--- src/rtl/ixu_alu_arbiter_if.sv ---
// Bus bundle between the issue slots, the shared integer ALU, the
// arbiter and the writeback consumer. The arbiter uses the slave
// modport. The surrounding logic (issue, ALU, writeback) uses master.
interface ixu_alu_arbiter_if #(
    parameter int NUM_REQ = 4,
    parameter int ID_W    = $clog2(NUM_REQ)
);
    // Issue-slot request side. Slot i occupies [W*i +: W] in each vector.
    logic [NUM_REQ-1:0]    req_valid;
    logic [NUM_REQ-1:0]    req_ready;
    logic [NUM_REQ*32-1:0] req_rs1_data;
    logic [NUM_REQ*32-1:0] req_rs2_data;
    logic [NUM_REQ*12-1:0] req_imm;
    logic [NUM_REQ-1:0]    req_is_imm_type;
    logic [NUM_REQ*4-1:0]  req_op;

    // Shared combinational ALU.
    logic [31:0] alu_rs1_data;
    logic [31:0] alu_rs2_data;
    logic [11:0] alu_imm;
    logic        alu_is_imm_type;
    logic        alu_is_nop;
    logic [3:0]  alu_op;
    logic [31:0] alu_out;

    // One-entry response buffer toward writeback.
    logic            rsp_valid;
    logic            rsp_ready;
    logic [ID_W-1:0] rsp_id;
    logic [31:0]     rsp_data;
    logic            rsp_err;

    modport slave (
        input  req_valid, req_rs1_data, req_rs2_data, req_imm,
               req_is_imm_type, req_op,
        output req_ready,
        output alu_rs1_data, alu_rs2_data, alu_imm, alu_is_imm_type,
               alu_is_nop, alu_op,
        input  alu_out,
        output rsp_valid, rsp_id, rsp_data, rsp_err,
        input  rsp_ready
    );

    modport master (
        output req_valid, req_rs1_data, req_rs2_data, req_imm,
               req_is_imm_type, req_op,
        input  req_ready,
        input  alu_rs1_data, alu_rs2_data, alu_imm, alu_is_imm_type,
               alu_is_nop, alu_op,
        output alu_out,
        input  rsp_valid, rsp_id, rsp_data, rsp_err,
        output rsp_ready
    );
endinterface

--- src/rtl/ixu_alu_arbiter.sv ---
// Round-robin arbiter that shares one combinational integer ALU among
// NUM_REQ issue slots. The winning op drives the ALU. Its result is
// captured into a one-entry response buffer that is tagged with the slot id.
module ixu_alu_arbiter #(
    parameter int NUM_REQ = 4,
    parameter int ID_W    = $clog2(NUM_REQ)
) (
    input  logic             clk,
    input  logic             rst_n,
    ixu_alu_arbiter_if.slave bus
);
    // Split the packed request vectors into one array entry per slot.
    logic [31:0] rs1_arr  [NUM_REQ];
    logic [31:0] rs2_arr  [NUM_REQ];
    logic [11:0] imm_arr  [NUM_REQ];
    logic [3:0]  op_arr   [NUM_REQ];

    for (genvar g = 0; g < NUM_REQ; g++) begin : g_slot
        assign rs1_arr[g] = bus.req_rs1_data[32*g +: 32];
        assign rs2_arr[g] = bus.req_rs2_data[32*g +: 32];
        assign imm_arr[g] = bus.req_imm[12*g +: 12];
        assign op_arr[g]  = bus.req_op[4*g +: 4];
    end

    logic [ID_W-1:0] rr_ptr_q, rr_ptr_d;
    logic            rsp_valid_q, rsp_valid_d;
    logic [ID_W-1:0] rsp_id_q, rsp_id_d;
    logic [31:0]     rsp_data_q, rsp_data_d;
    logic            rsp_err_q, rsp_err_d;

    logic            can_issue;
    logic            found;
    logic            grant;
    logic [ID_W-1:0] win;
    logic [ID_W-1:0] idx;

    // Buffer is free when empty or being drained this cycle. This path
    // carries rsp_ready into req_ready and is allowed.
    assign can_issue = !rsp_valid_q || bus.rsp_ready;

    // Round-robin scan: take the first valid slot at or after rr_ptr.
    always_comb begin
        found = 1'b0;
        win   = '0;
        idx   = '0;
        for (int k = 0; k < NUM_REQ; k++) begin
            idx = ID_W'((int'(rr_ptr_q) + k) % NUM_REQ);
            if (!found && bus.req_valid[idx]) begin
                found = 1'b1;
                win   = idx;
            end
        end
    end

    // Gating with rst_n holds req_ready at 0 and keeps the ALU idle
    // while reset is asserted, even though the buffer reads as empty.
    assign grant = found && can_issue && rst_n;

    // One-hot grant to the winning slot.
    always_comb begin
        bus.req_ready = '0;
        if (grant) begin
            bus.req_ready[win] = 1'b1;
        end
    end

    // ALU operand mux. When there is no grant, drive zeros so the ALU inputs do not toggle.
    always_comb begin
        bus.alu_rs1_data    = '0;
        bus.alu_rs2_data    = '0;
        bus.alu_imm         = '0;
        bus.alu_is_imm_type = 1'b0;
        bus.alu_is_nop      = 1'b1;
        bus.alu_op          = '0;
        if (grant) begin
            bus.alu_rs1_data    = rs1_arr[win];
            bus.alu_rs2_data    = rs2_arr[win];
            bus.alu_imm         = imm_arr[win];
            bus.alu_is_imm_type = bus.req_is_imm_type[win];
            bus.alu_is_nop      = 1'b0;
            bus.alu_op          = op_arr[win];
        end
    end

    // Next state for the response buffer and the rotation pointer.
    // A grant overwrites the buffer, and that also covers a drain in the
    // same cycle. A drain with no grant clears only the valid bit.
    always_comb begin
        rr_ptr_d    = rr_ptr_q;
        rsp_valid_d = rsp_valid_q;
        rsp_id_d    = rsp_id_q;
        rsp_data_d  = rsp_data_q;
        rsp_err_d   = rsp_err_q;
        if (grant) begin
            rsp_valid_d = 1'b1;
            rsp_id_d    = win;
            rsp_data_d  = bus.alu_out;
            rsp_err_d   = (bus.alu_op > 4'h9);
            rr_ptr_d    = (win == ID_W'(NUM_REQ - 1)) ? '0 : win + 1'b1;
        end else if (rsp_valid_q && bus.rsp_ready) begin
            rsp_valid_d = 1'b0;
        end
    end

    // State registers. Reset discards any result still in the buffer.
    always_ff @(posedge clk or negedge rst_n) begin
        if (!rst_n) begin
            rr_ptr_q    <= '0;
            rsp_valid_q <= 1'b0;
            rsp_id_q    <= '0;
            rsp_data_q  <= '0;
            rsp_err_q   <= 1'b0;
        end else begin
            rr_ptr_q    <= rr_ptr_d;
            rsp_valid_q <= rsp_valid_d;
            rsp_id_q    <= rsp_id_d;
            rsp_data_q  <= rsp_data_d;
            rsp_err_q   <= rsp_err_d;
        end
    end

    assign bus.rsp_valid = rsp_valid_q;
    assign bus.rsp_id    = rsp_id_q;
    assign bus.rsp_data  = rsp_data_q;
    assign bus.rsp_err   = rsp_err_q;
endmodule
--- src/flat_wrapper.sv ---
// flat-port wrapper written by rule: the top's interface ports become plain ports
module ixu_alu_arbiter_flat 
#(
    parameter int NUM_REQ = 4,
    parameter int ID_W    = $clog2(NUM_REQ)
)
  (clk, rst_n, bus_req_valid, bus_req_rs1_data, bus_req_rs2_data, bus_req_imm, bus_req_is_imm_type, bus_req_op, bus_req_ready, bus_alu_rs1_data, bus_alu_rs2_data, bus_alu_imm, bus_alu_is_imm_type, bus_alu_is_nop, bus_alu_op, bus_alu_out, bus_rsp_valid, bus_rsp_id, bus_rsp_data, bus_rsp_err, bus_rsp_ready);
  ixu_alu_arbiter_if #(.NUM_REQ(NUM_REQ), .ID_W(ID_W)) bus_i ();
  input  logic clk;
  input  logic rst_n;
  input wire logic [$bits(bus_i.req_valid)-1:0] bus_req_valid;
  input wire logic [$bits(bus_i.req_rs1_data)-1:0] bus_req_rs1_data;
  input wire logic [$bits(bus_i.req_rs2_data)-1:0] bus_req_rs2_data;
  input wire logic [$bits(bus_i.req_imm)-1:0] bus_req_imm;
  input wire logic [$bits(bus_i.req_is_imm_type)-1:0] bus_req_is_imm_type;
  input wire logic [$bits(bus_i.req_op)-1:0] bus_req_op;
  output wire logic [$bits(bus_i.req_ready)-1:0] bus_req_ready;
  output wire logic [$bits(bus_i.alu_rs1_data)-1:0] bus_alu_rs1_data;
  output wire logic [$bits(bus_i.alu_rs2_data)-1:0] bus_alu_rs2_data;
  output wire logic [$bits(bus_i.alu_imm)-1:0] bus_alu_imm;
  output wire logic [$bits(bus_i.alu_is_imm_type)-1:0] bus_alu_is_imm_type;
  output wire logic [$bits(bus_i.alu_is_nop)-1:0] bus_alu_is_nop;
  output wire logic [$bits(bus_i.alu_op)-1:0] bus_alu_op;
  input wire logic [$bits(bus_i.alu_out)-1:0] bus_alu_out;
  output wire logic [$bits(bus_i.rsp_valid)-1:0] bus_rsp_valid;
  output wire logic [$bits(bus_i.rsp_id)-1:0] bus_rsp_id;
  output wire logic [$bits(bus_i.rsp_data)-1:0] bus_rsp_data;
  output wire logic [$bits(bus_i.rsp_err)-1:0] bus_rsp_err;
  input wire logic [$bits(bus_i.rsp_ready)-1:0] bus_rsp_ready;
  assign bus_i.req_valid = bus_req_valid;
  assign bus_i.req_rs1_data = bus_req_rs1_data;
  assign bus_i.req_rs2_data = bus_req_rs2_data;
  assign bus_i.req_imm = bus_req_imm;
  assign bus_i.req_is_imm_type = bus_req_is_imm_type;
  assign bus_i.req_op = bus_req_op;
  assign bus_req_ready = bus_i.req_ready;
  assign bus_alu_rs1_data = bus_i.alu_rs1_data;
  assign bus_alu_rs2_data = bus_i.alu_rs2_data;
  assign bus_alu_imm = bus_i.alu_imm;
  assign bus_alu_is_imm_type = bus_i.alu_is_imm_type;
  assign bus_alu_is_nop = bus_i.alu_is_nop;
  assign bus_alu_op = bus_i.alu_op;
  assign bus_i.alu_out = bus_alu_out;
  assign bus_rsp_valid = bus_i.rsp_valid;
  assign bus_rsp_id = bus_i.rsp_id;
  assign bus_rsp_data = bus_i.rsp_data;
  assign bus_rsp_err = bus_i.rsp_err;
  assign bus_i.rsp_ready = bus_rsp_ready;
  ixu_alu_arbiter #(.NUM_REQ(NUM_REQ), .ID_W(ID_W)) u_core (.clk(clk), .rst_n(rst_n), .bus(bus_i));
endmodule
--- config.mk ---
export PLATFORM = sky130hd
export DESIGN_NAME = ixu_alu_arbiter_flat
export DESIGN_NICKNAME = d
export VERILOG_FILES = /design/src/rtl/ixu_alu_arbiter_if.sv /design/src/rtl/ixu_alu_arbiter.sv /design/src/flat_wrapper.sv
export SDC_FILE = /design/constraint.sdc
export NUM_CORES = 1
export LEC_CHECK = 0
export BUFFER_PORTS_ARGS = -buffer_cell sky130_fd_sc_hd__buf_2
export CORE_AREA = 2 2 191 193
export DETAILED_ROUTE_END_ITERATION = 8
export DIE_AREA = 0 0 193 195
export PLACE_DENSITY_LB_ADDON = 0.25
export SYNTH_ARGS = -nofsm -noshare
export SYNTH_HDL_FRONTEND = slang
export SYNTH_SLANG_ARGS = --single-unit
--- constraint.sdc ---
create_clock -name clk -period 4.1 [get_ports clk]
set_input_delay 0.82 -clock clk [delete_from_list [all_inputs] [get_ports clk]]
set_output_delay 0.82 -clock clk [all_outputs]
set_load 0.1 [all_outputs]
### Yosys cells after proc, flatten, opt, wreduce, memory -nomap -nowiden

Index checks and enable logic that the tools add are counted.
Widths: inputs -> output; s select.

* bitwise operators: 1
* order comparisons: 8
* muxes and demuxes: 42
* eq/ne operators: 1
* reductions and logical operators: 13
* add/sub/neg operators: 4

Operators with widths (number)
* $mux 32: 6
* $bmux 32 s2: 2
* $mux 12: 3
* $bmux 12 s2: 1
* $mux 4: 4
* $lt 2x3->1 const B: 5
* $mux 1: 14
* $bmux 1 s2: 5
* $mux 2: 5
* $bmux 4 s2: 1
* $logic_and 1x1->1: 7
* $add 2x1->2 const B: 2
* $add 2x2->2 const B: 2
* $gt 4x4->1 const B: 1
* $logic_not 1->1: 4
* $ge 3x3->1 const B: 1
* $not 2->3: 1
* $demux 1 s2: 1
* $eq 2x2->1 const B: 1
* $ge 2x1->1 const B: 1
* $reduce_bool 2->1: 1
* $logic_or 1x1->1: 1

* flip-flop bits (word level): 38

### Longest topological paths before layout

Gate-level depths: netlist of the first run.

* word-level depth: 18
* gate-level depth with buffers: 10
* depth with buffers taken out: 7

### Worst setup path before layout of the first run

No wires, ideal clock.

* path kind: input port to output port
* start: input bus_req_valid[2]
* end: output bus_alu_imm[0]
* arrival time: 4.522 ns
* buffers on the path: 3
* slack: -1.242 ns
* cell stages on the path: 9
* required time: 3.280 ns
* cell sequence: nor2b_1 -> or4b_1 -> buf_2 -> nand2_4 -> buf_4 -> buf_4 -> nand2_1 -> and3_1 -> a311oi_1

* word-level cells in the longest chain between the ends: 17
* elaborated cells between the ends (all ways): 29
* classes of those cells: 20 x mux; 1 x bitwise; 8 x reduce/logical

RTL lines
* start, declared: line flat_wrapper.sv:11 `input wire logic [$bits(bus_i.req_valid)-1:0] bus_req_valid;`
* $bmux 1 s2: line ixu_alu_arbiter.sv:48 `if (!found && bus.req_valid[idx]) begin`
* $mux 1 (implied by the code): line ixu_alu_arbiter.sv:48
* $mux 1: line ixu_alu_arbiter.sv:48
* $logic_not 1->1: line ixu_alu_arbiter.sv:48
* $logic_and 1x1->1: line ixu_alu_arbiter.sv:48
* $mux 1: line ixu_alu_arbiter.sv:48
* $logic_not 1->1: line ixu_alu_arbiter.sv:48
* $logic_and 1x1->1: line ixu_alu_arbiter.sv:48
* $mux 1: line ixu_alu_arbiter.sv:48
* $logic_not 1->1: line ixu_alu_arbiter.sv:48
* $logic_and 1x1->1: line ixu_alu_arbiter.sv:48
* $mux 2: line ixu_alu_arbiter.sv:48
* $not 2->3 (implied by the code): line ixu_alu_arbiter.sv:78 `bus.alu_imm = imm_arr[win];`
* $bmux 12 s2: line ixu_alu_arbiter.sv:78
* $mux 12 (implied by the code) (2 in a row): line ixu_alu_arbiter.sv:78
* $mux 12 *: line ixu_alu_arbiter.sv:75 `if (grant) begin`
* end, declared: line flat_wrapper.sv:20 `output wire logic [$bits(bus_i.alu_imm)-1:0] bus_alu_imm;`

Every way passes the cells marked *; elsewhere a longest branch is shown, timed or not. The select of a mux whose other input is x is not followed.

### Worst setup path after layout of the first run

* start: input bus_req_valid[2]
* end: output bus_alu_rs2_data[16]

* word-level cells in the longest chain between the ends: 17
* elaborated cells between the ends (all ways): 29
* classes of those cells: 20 x mux; 1 x bitwise; 8 x reduce/logical

RTL lines
* $bmux 1 s2: line ixu_alu_arbiter.sv:48
* $mux 1 (implied by the code): line ixu_alu_arbiter.sv:48
* $mux 1: line ixu_alu_arbiter.sv:48
* $logic_not 1->1: line ixu_alu_arbiter.sv:48
* $logic_and 1x1->1: line ixu_alu_arbiter.sv:48
* $mux 1: line ixu_alu_arbiter.sv:48
* $logic_not 1->1: line ixu_alu_arbiter.sv:48
* $logic_and 1x1->1: line ixu_alu_arbiter.sv:48
* $mux 1: line ixu_alu_arbiter.sv:48
* $logic_not 1->1: line ixu_alu_arbiter.sv:48
* $logic_and 1x1->1: line ixu_alu_arbiter.sv:48
* $mux 2: line ixu_alu_arbiter.sv:48
* $not 2->3 (implied by the code): line ixu_alu_arbiter.sv:77 `bus.alu_rs2_data = rs2_arr[win];`
* $bmux 32 s2: line ixu_alu_arbiter.sv:77
* $mux 32 (implied by the code) (2 in a row): line ixu_alu_arbiter.sv:77
* $mux 32 *: line ixu_alu_arbiter.sv:75
* end, declared: line flat_wrapper.sv:19 `output wire logic [$bits(bus_i.alu_rs2_data)-1:0] bus_alu_rs2_data;`

Marks and branches as above.

==> results of run 1 <==
-- registers in the layout, summed over array words and instances (netlist names) --
name / flops
u_core.bus.rsp_data: 32
u_core.bus.rsp_id: 2
u_core.rr_ptr_q: 2
u_core.bus.rsp_err: 1
u_core.bus.rsp_valid: 1
-- cell usage after synthesis (all sizes together) --
cell type / n
or4b: 1
ha: 4
dfrtp: 38
mux2: 33
nor2: 6
a311oi: 78
a21oi: 2
o41ai: 2
o31ai: 1
o21ai: 2
nand2b: 2
a211o: 1
nand3: 4
o211a: 4
o21a: 1
clkbuf: 46
a21o: 2
nand2: 319
or4: 1
buf: 23
and3: 78
o22a: 1
nor3: 3
nor2b: 4
inv: 10
-- layout make-up --
class,count,area share (%)
Antenna cell,3,0.07349
Inverter,10,0.4655
Clock inverter,1,0.07349
Clock buffer,6,1.262
Tap cell,461,5.647
Sequential cell,38,9.309
Timing Repair Buffer,514,39.59
Multi-Input combinational cell,549,43.58
-- worst reg2reg max path, delay by kind of cell (launching register included) --
family / cells / cell delay, ns
DFF: 1 / 0.38
and+or+nand+nor: 3 / 0.89
buffers and inverters: 2 / 0.44
AOI/OAI and AO/OA: 2 / 0.42
-- metal layers --
layer  track usage, %  part of all wire [%]  routed length [um]
met1            16.49                    40               10920
met2            25.22                    52               14270
met3            2.624                   7.4                2042
met4            1.740                  0.76                 208
met5                0                     0                   0
-- power by group through the flow --
| stage | clock network (mW) | logic, mW | registers [mW] |
|---|---|---|---|
| floorplan | 0 | 3.73 | 0.967 |
| global placement | 0 | 5.98 | 0.492 |
| detailed placement | 0 | 6.01 | 0.495 |
| CTS | 0.382 | 6.03 | 0.490 |
| global route | 0.401 | 6.26 | 0.500 |
| finish | 0.368 | 5.94 | 0.489 |
-- cell families (layout without fill, tap and decap cells) --
| logic type | count (synthesis) | after routing | synth area share, % |
|---|---|---|---|
| buf+inv | 79 | 531 | 7.932 |
| mux | 33 | 33 | 8.567 |
| fa+ha+maj | 4 | 4 | 1.154 |
| compound gates | 94 | 94 | 18.81 |
| simple gates | 418 | 418 | 41.62 |
| other cells | 0 | 3 | 0 |
| flops | 38 | 38 | 21.92 |
-- path summary, 6_finish.rpt --
check | startpoint | depth (start not counted) | slack (ns) | to
worst max-delay path | bus_req_valid[2] | 9 | 0.24 | bus_alu_rs2_data[16]
worst min-delay path | u_core.bus.rsp_id[0] | 2 | 0.48 | u_core.bus.rsp_id[0]
worst max register to register | u_core.rr_ptr_q[0] | 7 | 1.84 | u_core.bus.rsp_err
worst min register to register | u_core.bus.rsp_id[0] | 2 | 0.48 | u_core.bus.rsp_id[0]
max in group asynchronous | rst_n | 2 | 3.12 | u_core.bus.rsp_data[15]
min in group asynchronous | rst_n | 2 | 0.63 | u_core.bus.rsp_data[0]
==> out/qor.yml, run 1 <==
run_status:
  status: "complete, no violations"
setup_path:
  cp.required_ns: 3.28
  cpMostUsedCell: "buf_12"
  cp_slowest_cell: "or4b_1"
  critical_path.startpoint_type: "input port"
  path_class: "in -> out"
  critPathMaxStageDelay_ns: 0.65
  crit_buf_inv: 3
  path_cells: "buf_2 -> nor2b_1 -> or4b_1 -> nand2_8 -> buf_12 -> nand2_1 -> and3_1 -> a311oi_4 -> buf_12"
  path_max_fanout: 59
  cp_top_family: "simple AND/OR/NAND/NOR gates"
  arrival_ns: 3.04
  cp-end-kind: "primary output"
clock_network:
  cts_hold_buf: 0
  insertion_delay_ns: 0.27
  numCtsBuffers: 5
  tritoncts: "yes"
  cts_max_level: 2
  post_cts_buffers: 0
  cts_resized: 0
  cts-root-buf: "clkbuf_16"
  clk_pin_slew_worst_paths_ns: 0.06
  clockBufferDepth: 2
  clock_sinks: 38
logic_synthesis:
  postSynthAreaPerCell_um2: 6.513
  yosysTopAreaCellShare_pct: 27.52
  synthCells: 666
  synth_area_leader_cell: "nand2_1"
  yosys_warnings: 0
  ys_seq_elements: 38
  synthTopCellsByArea: "nand2_1 (28%), dfrtp_1 (22%), a311oi_1 (16%)"
  syn_nets: 1033
  synth_cell_type_count: 31
  ys_seq_area_share_pct: 21.92
  synth_area_mm2: 0.004338
layout:
  final_util_pct: 28.86
  nets: 1485
  syn_to_final_growth_pct: 135.5
  layout_common_cells: "buf_2 (401), nand2_1 (318), buf_12 (95)"
  layout-drive-gt1-share_pct: 57.60
  n_fill_cell: 3829
  fin_area_mm2: 0.01021
  final_common_cell: "buf_2"
  seq_area_um2: 950.9
  multiInputGateArea_mm2: 0.004452
  final_cells: 1582
timing:
  fin_ws_ns: 0.2376
  drv_slew: 0
  fin_crit_sh_pct: 94.21
  finalCriticalPeriod_ns: 3.862
  slew_headroom_pct: 65.44
  rsz0062_at_grt: "no"
  finalSetupViolCount: 0
  finalHoldViolations: 0
  fin_hold_ws_ns: 0.4779
  finClkSkew_ns: 0.002740
  fmax_mhz: 258.9
  tns_ns: 0
  worstMarginPinSlew_ns: 0.5219
place:
  hpwl_mm: 22.54
  placed_cells: 1572
  gp_congestion: 0.8840
  placed_area_mm2: 0.01007
  io_buffers: 484
  detailedPlace.worstSlack_ns: 0.1947
pwr:
  pwr-share-seq_pct: 7.2
  p_comb_share_pct: 87.4
  p_sw_share_pct: 62.31
  ir_worst_vdd_v: 0.0002938
  powerDensity_mw_per_mm2: 665.2
  p_sw_mw: 4.234
  internal_power_mw: 2.561
  p_clk_share_pct: 5.4
  p_leak_nw: 4.726
  total_power_mw: 6.794
die:
  start_util_pct: 12.26
  die_x_um: 193
  rows: 69
  io_pins: 485
  die_area_mm2: 0.03764
  core_area_mm2: 0.03540
  fp.dieH_um: 195
drt:
  drt_wl_total_mm: 27.44
  dr.pass1.iters: 8
  dr_total_vias: 6561
  drc_errors: 0
  drt-vias-per-instance: 4.147
  postRouteAntennaNets: 0
  wire_per_inst_um: 17.34
  drtIter0Drc: 257
global_route:
  grt_overflow: 0
  antenna_found_initial: 3
  grt_pass1_vias: 6717
  track_usage_pct: 13.61
  grt_pass1_wl_mm: 40.03
  grt_max_degree: 60
flow_run:
  cap_violations: 0
worst_hold_path:
  hold_path_class: "reg -> reg"
Power figures use the tool's default switching activity.
==> run 2, diff against run 1 <==
--- a/constraint.sdc
+++ b/constraint.sdc
@@ -3,2 +3,2 @@
 set_output_delay 0.82 -clock clk [all_outputs]
-set_load 0.1 [all_outputs]
+set_load 0.05 [all_outputs]
==> run 2 against run 1 <==
  * Global-route usage down 0.65 points
  * Power down 32%
  * Wire length down 1.7%
==> out/qor.yml, run 2 (synthesis results as in run 1) <==
setup_path:
  rr_worst_depth: 8
  cp-end-kind: "primary output"
  crit_path_end: "bus_alu_rs2_data[21]"
  cp_slowest_cell: "or4b_1"
  cp_num_cells: 10
  r2r-end: "u_core.bus.rsp_err"
  r2r_slack_ns: 1.77
  cp.required_ns: 3.28
  critPathMaxStageDelay_ns: 0.64
  path_cells: "buf_2 -> nor2b_1 -> or4b_1 -> nand2_8 -> buf_12 -> buf_12 -> nand2_1 -> and3_1 -> a311oi_2 -> buf_2"
  path_class: "in -> out"
  cp_top_family: "simple AND/OR/NAND/NOR gates"
  reg2reg_from: "u_core.rr_ptr_q[0]"
  path_max_fanout: 41
  critical_path.startpoint_type: "input port"
  crit_buf_inv: 4
  critPathLaunch: "bus_req_valid[2]"
  arrival_ns: 3.06
timing:
  fin_crit_sh_pct: 94.58
  finClkSkew_ns: 0.003324
  fin_hold_ws_ns: 0.4806
  worstMarginPinSlew_ns: 0.5042
  tns_ns: 0
  finalSetupViolCount: 0
  finalCriticalPeriod_ns: 3.878
  finalHoldViolations: 0
  rsz0062_at_grt: "no"
  slew_headroom_pct: 66.39
  fmax_mhz: 257.9
  drv_slew: 0
drt:
  dr_total_vias: 6582
  dr.max_layer_used: "met5"
  met3_length_mm: 2.045
  postRouteAntennaNets: 0
  wire_per_inst_um: 17.10
  dr.pass1.iters: 4
  drc_errors: 0
  drtIter0Drc: 344
  met1Wirelength_mm: 10.68
  wl_met2_mm: 13.89
  drt-vias-per-instance: 4.171
  drt_wl_total_mm: 26.98
clock_network:
  cts_hold_buf: 0
  clk_pin_slew_worst_paths_ns: 0.06
  clock_sinks: 38
  cts_resized: 0
  tritoncts: "yes"
  cts-root-buf: "clkbuf_16"
  insertion_delay_ns: 0.29
  cts_max_level: 2
  post_cts_buffers: 0
  clockBufferDepth: 2
  numCtsBuffers: 5
die:
  die_area_mm2: 0.03764
  core_area_mm2: 0.03540
  rows: 69
  start_util_pct: 12.26
  io_pins: 485
  fp.dieH_um: 195
  die_x_um: 193
flow_run:
  cap_violations: 0
pwr:
  powerDensity_mw_per_mm2: 569.2
  p_clk_share_pct: 8.7
  p_comb_share_pct: 80.6
  internal_power_mw: 1.839
  ir_worst_vdd_v: 0.0003182
  pwr-share-seq_pct: 10.7
  p_leak_nw: 4.290
  p_sw_mw: 2.762
  p_sw_share_pct: 60.03
  total_power_mw: 4.600
run_status:
  status: "complete, no violations"
global_route:
  grt_overflow: 0
  antenna_found_initial: 4
  track_usage_pct: 12.96
  grt_pass1_vias: 6382
  grt_max_degree: 56
  grt_pass1_wl_mm: 37.67
layout:
  fin_area_mm2: 0.008083
  layout_common_cells: "buf_2 (478), nand2_1 (318), and3_1 (78), a311oi_2 (78), dfrtp_1 (38)"
  final_util_pct: 22.83
  final_common_cell: "buf_2"
  nets: 1481
  largest_reg_flops: 32
  layout-drive-gt1-share_pct: 56.95
  syn_to_final_growth_pct: 86.33
place:
  placed_area_mm2: 0.007926
  io_buffers: 484
  hpwl_mm: 21.71
  gp_congestion: 0.8976
worst_hold_path:
  hold_path_class: "reg -> reg"
[run 2: per-layer routing]
metal,track usage (%),vias to the layer above
met5,0,-
met4,2.750,4
met3,2.426,23
met2,24.04,285
met1,15.30,3057
li1,-,3213
[run 2: power by group through the flow]
stage	combinational [mW]	clock, mW	sequential [mW]
2_1_floorplan	2.41	0	0.721
3_3_place_gp	3.74	0	0.494
3_5_place_dp	3.75	0	0.496
4_1_cts	3.76	0.418	0.492
5_1_grt	3.98	0.430	0.502
6_report	3.71	0.402	0.490
[run 2: layout make-up]
type,count,area (um^2)
Fill cell,4014,27310
Multi-Input combinational cell,549,3548
Timing Repair Buffer,510,2808
Sequential cell,38,950.9
Tap cell,461,576.8
Clock buffer,6,138.9
Inverter,10,42.54
Clock inverter,2,12.51
Antenna cell,2,5.005
[run 2: worst min path at each step]
stage	startpoint	cells past startpoint	end
finish	u_core.bus.rsp_id[0]	2	u_core.bus.rsp_id[0]
global route	u_core.bus.rsp_data[12]	1	u_core.bus.rsp_data[12]
CTS	u_core.bus.rsp_id[0]	2	u_core.bus.rsp_id[0]
detailed placement	u_core.bus.rsp_id[0]	2	u_core.bus.rsp_id[0]
global placement	u_core.bus.rsp_id[1]	2	u_core.bus.rsp_id[1]
floorplan	u_core.rr_ptr_q[0]	2	u_core.rr_ptr_q[0]
[run 2: worst min-delay path, stage by stage, from the launching register on]
cell     delay, ns
dfrtp_1       0.34
nand2_1       0.05
o21ai_0       0.06
[run 2: stage by stage]
step                      cells  setup WS [ns]
final                      1578         0.2224
after global routing       1577        0.08210
after CTS                  1576         0.2086
after detailed placement   1568         0.2081
after global placement     1568         0.2546
after floorplan             666        0.08962
